[config.mk]
export PLATFORM = sky130hd
export DESIGN_NAME = aidan_mcnay_deserializer
export DESIGN_NICKNAME = d
export VERILOG_FILES = /design/src/rtl/aidan_mcnay_deserializer.sv
export SDC_FILE = /design/constraint.sdc
export NUM_CORES = 1
export LEC_CHECK = 0
export CORE_UTILIZATION = 42
export CTS_CLUSTER_DIAMETER = 200
export CTS_CLUSTER_SIZE = 10
export DETAILED_ROUTE_END_ITERATION = 6
export HOLD_SLACK_MARGIN = 0.1
export PLACE_DENSITY = 0.66
export SLEW_MARGIN = 20
export SYNTH_ARGS = -nofsm -noshare
export SYNTH_HDL_FRONTEND = slang
export SYNTH_SLANG_ARGS = --single-unit
[constraint.sdc]
create_clock -name clk -period 2.8 [get_ports clk]
set_input_delay 0.42 -clock clk [delete_from_list [all_inputs] [get_ports clk]]
set_output_delay 0.42 -clock clk [all_outputs]
set_load 0.02 [all_outputs]
[src/rtl/aidan_mcnay_deserializer.sv]
// Serial-to-parallel converter: assembles nbits-wide words one bit per val/rdy handshake,
// with a one-word output buffer so the input side keeps running while the consumer stalls.
module aidan_mcnay_deserializer #(
    parameter int nbits     = 16,
    parameter int msb_first = 1
) (
    input  logic                         clk,
    input  logic                         reset,
    input  logic                         clear,
    input  logic                         in_val,
    output logic                         in_rdy,
    input  logic                         data_in,
    output logic                         out_val,
    input  logic                         out_rdy,
    output logic [nbits-1:0]             data_out,
    output logic [$clog2(nbits+1)-1:0]   bit_count
);

    localparam int CW = $clog2(nbits + 1);
    localparam logic [CW-1:0] FULL_C = CW'(nbits);
    localparam logic [CW-1:0] LAST_C = CW'(nbits - 1);

    logic [nbits-1:0] shift_q, shift_d;
    logic [nbits-1:0] buf_q, buf_d;
    logic [CW-1:0]    count_q, count_d;
    logic             out_val_q, out_val_d;
    logic [nbits-1:0] shifted;

    logic full;
    logic in_xfer;
    logic out_xfer;
    logic drain;

    // Next shift-register value if a bit is accepted this cycle.
    genvar gi;
    generate
        for (gi = 0; gi < nbits; gi++) begin : g_shift
            if (msb_first != 0) begin : g_msb
                if (gi == 0) begin : g_in
                    assign shifted[gi] = data_in;
                end else begin : g_mv
                    assign shifted[gi] = shift_q[gi-1];
                end
            end else begin : g_lsb
                if (gi == nbits - 1) begin : g_in
                    assign shifted[gi] = data_in;
                end else begin : g_mv
                    assign shifted[gi] = shift_q[gi+1];
                end
            end
        end
    endgenerate

    assign full     = (count_q == FULL_C);
    assign in_rdy   = !clear && !full;
    assign in_xfer  = in_val && in_rdy;
    assign out_xfer = out_val_q && out_rdy;
    assign drain    = !out_val_q || out_rdy;

    always_comb begin
        shift_d   = shift_q;
        buf_d     = buf_q;
        count_d   = count_q;
        out_val_d = out_xfer ? 1'b0 : out_val_q;

        if (clear) begin
            shift_d = '0;
            count_d = '0;
        end else if (in_xfer) begin
            shift_d = shifted;
            if (count_q == LAST_C) begin
                if (drain) begin
                    buf_d     = shifted;
                    out_val_d = 1'b1;
                    count_d   = '0;
                end else begin
                    count_d = FULL_C;
                end
            end else begin
                count_d = count_q + CW'(1);
            end
        end else if (full && drain) begin
            // Pending complete word moves into the buffer as soon as it frees up.
            buf_d     = shift_q;
            out_val_d = 1'b1;
            count_d   = '0;
        end
    end

    always_ff @(posedge clk or posedge reset) begin
        if (reset) begin
            shift_q   <= '0;
            buf_q     <= '0;
            count_q   <= '0;
            out_val_q <= 1'b0;
        end else begin
            shift_q   <= shift_d;
            buf_q     <= buf_d;
            count_q   <= count_d;
            out_val_q <= out_val_d;
        end
    end

    assign out_val   = out_val_q;
    assign data_out  = buf_q;
    assign bit_count = count_q;

endmodule

==> results of run 1 <==
cells by family after synthesis:
kind of cell,count (synthesis),share of synthesized area [%]
mux,34,23.0
fa+ha+maj,2,1.47
simple gates,33,12.1
compound gates,7,2.87
buf+inv,15,4.64
flops,38,55.9
Yosys cell counts:
cell / number
nand3_1: 3
mux2i_1: 11
buf_8: 1
and3_1: 2
nor3_1: 2
clkbuf_1: 2
o21bai_1: 1
nor4bb_1: 1
nor2b_1: 1
a21oi_2: 1
nor3_4: 2
buf_4: 1
buf_6: 1
mux2_2: 17
and2_1: 11
mux2_4: 6
and4b_1: 1
a211o_1: 1
nor2_1: 8
dfrtp_1: 38
ha_1: 2
inv_1: 10
a21oi_1: 3
nand2_1: 1
a22o_1: 1
nor4_1: 1
report_power, final:
group	total, W	internal (W)	switching (W)
logic	0.0000602	0.0000252	0.0000349
clock network	0.000426	0.000248	0.000178
registers	0.000556	0.000552	0.00000369
per-layer routing:
metal	track usage [%]	up-vias	wire, µm
met1	21.6	497	1400
li1	-	512	-
met2	25.3	25	1290
met3	5.90	6	136
met4	5.71	0	48
met5	0	-	0
how the worst max path moves through the flow:
stage | endpoint | from | slack (ns) | cells past startpoint
4_1_cts | in_rdy | bit_count[0]$_DFFE_PP0P_ | 0.36 | 6
6_report | in_rdy | bit_count[0]$_DFFE_PP0P_ | 0.38 | 6
3_3_place_gp | data_out[14]$_DFFE_PP0P_ | in_val | 0.55 | 6
5_1_grt | in_rdy | bit_count[0]$_DFFE_PP0P_ | 0.28 | 6
3_5_place_dp | data_out[15]$_DFFE_PP0P_ | in_val | 0.52 | 6
2_1_floorplan | data_out[5]$_DFFE_PP0P_ | bit_count[0]$_DFFE_PP0P_ | 0.59 | 8
layout make-up:
cell class / instances / area (µm²)
well taps: 48 / 60.1
inverters: 10 / 37.5
multi-input cells: 76 / 671
repair buffers: 33 / 318
flip-flops and latches: 38 / 951
clock buffers: 8 / 110
fillers: 304 / 1620
worst max-delay path, delay by kind of cell, from the launching register on:
kind,cells,cell delay (ns)
buffers and inverters,3,0.84
flip-flops,1,0.41
AND/OR/NAND/NOR,2,0.32
adder cells (fa/ha/maj),1,0.14
state kept, by name, summed over array words and instances (netlist names):
register and flops:
out_val 1, shift_q 16, bit_count 5, data_out 16
through the flow:
step / power [W] / instances
3_3_place_gp: 0.000626 / 205
4_1_cts: 0.00106 / 213
2_1_floorplan: 0.000603 / 129
3_5_place_dp: 0.000628 / 205
5_1_grt: 0.00110 / 213
6_report: 0.00104 / 213
==> results.yml, run 1 <==
setup_path:
  worstPathMaxFanout: 6
  r2r_slack_ns: 0.69
  r2r-end: "data_out[9]$_DFFE_PP0P_"
  required_ns: 2.38
  cp.arrival_ns: 2.00
  crit_path_start_kind: "flop"
  ff2ff_path_depth: 8
  crit_chain: "inv_1 > ha_1 > nor4bb_1 > buf_4 > nor2_1 > clkdlybuf4s50_1"
  cp_slowest_cell: "clkdlybuf4s50_1"
  critPathKind: "reg2out"
  r2r_start: "bit_count[0]$_DFFE_PP0P_"
  worst_setup_path_end_kind: "output pin"
  max_stage_delay_ns: 0.53
timing:
  fmax_ghz: 0.413
  hold_viol_final: 0
  slew_headroom_pct: 67.2
  finalWorstSetupSlack_ns: 0.380
  worst_pin_slew_ns: 0.487
  fin_crit_ns: 2.42
  setup_tns_ns: 0
  whs_ns: 0.507
  skew_ns: 0.00372
  drv_slew: 0
  period_share_pct: 86.4
  setup_viol: 0
  rsz0062_at_grt: "false"
clock_network:
  numClockSinks: 38
  holdBufCountCts: 0
  cts_resized: 0
  cts_buffer_depth: 2
  numCtsBuffers: 5
  cts-root-buf: "clkbuf_8"
  clk_pin_slew_ns: 0.07
  htree_num_levels: 2
  cts_tree: "built"
  clock_latency_ns: 0.29
  post_cts.repair.setup_buffers: 0
yosys:
  synth.top_cell.area_share_pct: 55.9
  synth_area_mm2: 0.00170
  ys_ff_latch: 38
  yosys.cell_types.count: 26
  synthTopCellsByArea: "dfrtp_1 (56%), mux2_2 (11%), mux2i_1 (6.5%), mux2_4 (5.3%), and2_1 (4.0%)"
  synth.avg_cell_area_um2: 13.2
  ys.warnings.count: 0
  yosysSeqAreaShare_pct: 55.9
  synthesis.nets: 137
  yosys.area.top_type: "dfrtp_1"
  syn_inst: 129
cells_and_area:
  insertedDiodeCount: 0
  design_area_mm2: 0.00215
  layout_commonest_cell: "dfrtp_1"
  drive_above_1_share_pct: 23.6
  nets: 172
  post-route-util_pct: 56.9
  final_cell_mix: "dfrtp_1 (38), clkdlybuf4s50_1 (28), mux2_2 (17), mux2i_1 (11), and2_1 (11)"
  area_delta_synth_final_pct: 26.3
floorplanning:
  rows: 22
  coreArea_mm2: 0.00377
  die_w_um: 65.6
  ios: 29
  start_util_pct: 45.1
  die_y_um: 65.6
  die-area_mm2: 0.00431
detailed_routing:
  first_iter_violations: 28
  wire_per_inst_um: 13.5
  wirelength_um: 2870
  via_per_inst: 4.88
  drt_first_pass_iters: 4
  vias: 1040
  ant_nets: 0
  remaining_drc_errors: 0
placed_design:
  gp_congestion: 0.819
  io_buffers: 28
  dp_hpwl_um: 2000
  placed_area_mm2: 0.00204
  dp_worst_setup_slack_ns: 0.523
power:
  ir_worst_vdd_mv: 0.284
  p_leak_nw: 1.03
  powerDensity_mw_per_mm2: 485
global_routing:
  grt_antenna_before_repair: 0
  overflow: 0
  grt_usage_pct: 16.6
  grt_first_pass_wirelength_um: 5260
  grt_max_degree: 39
  grt_pass1_vias: 1126
worst_hold_path:
  holdPathStages: 1
  min-delay-start: "data_out[8]$_DFFE_PP0P_"
  min_to: "data_out[8]$_DFFE_PP0P_"
  hp-class: "reg2reg"
flow_run:
  drv_cap: 0
run_status:
  status: "finished clean"
Power figures use the tool's default switching activity.
==> inputs of run 2 (changes only) <==
--- a/config.mk
+++ b/config.mk
@@ -5,6 +5,7 @@
 export SDC_FILE = /design/constraint.sdc
 export NUM_CORES = 1
 export LEC_CHECK = 0
+export ABC_CLOCK_PERIOD_IN_PS = 2800
 export CORE_UTILIZATION = 42
 export CTS_CLUSTER_DIAMETER = 200
 export CTS_CLUSTER_SIZE = 10
==> results of run 2 <==
No change in the layout: final DEF, timing and power equal those of run 1.
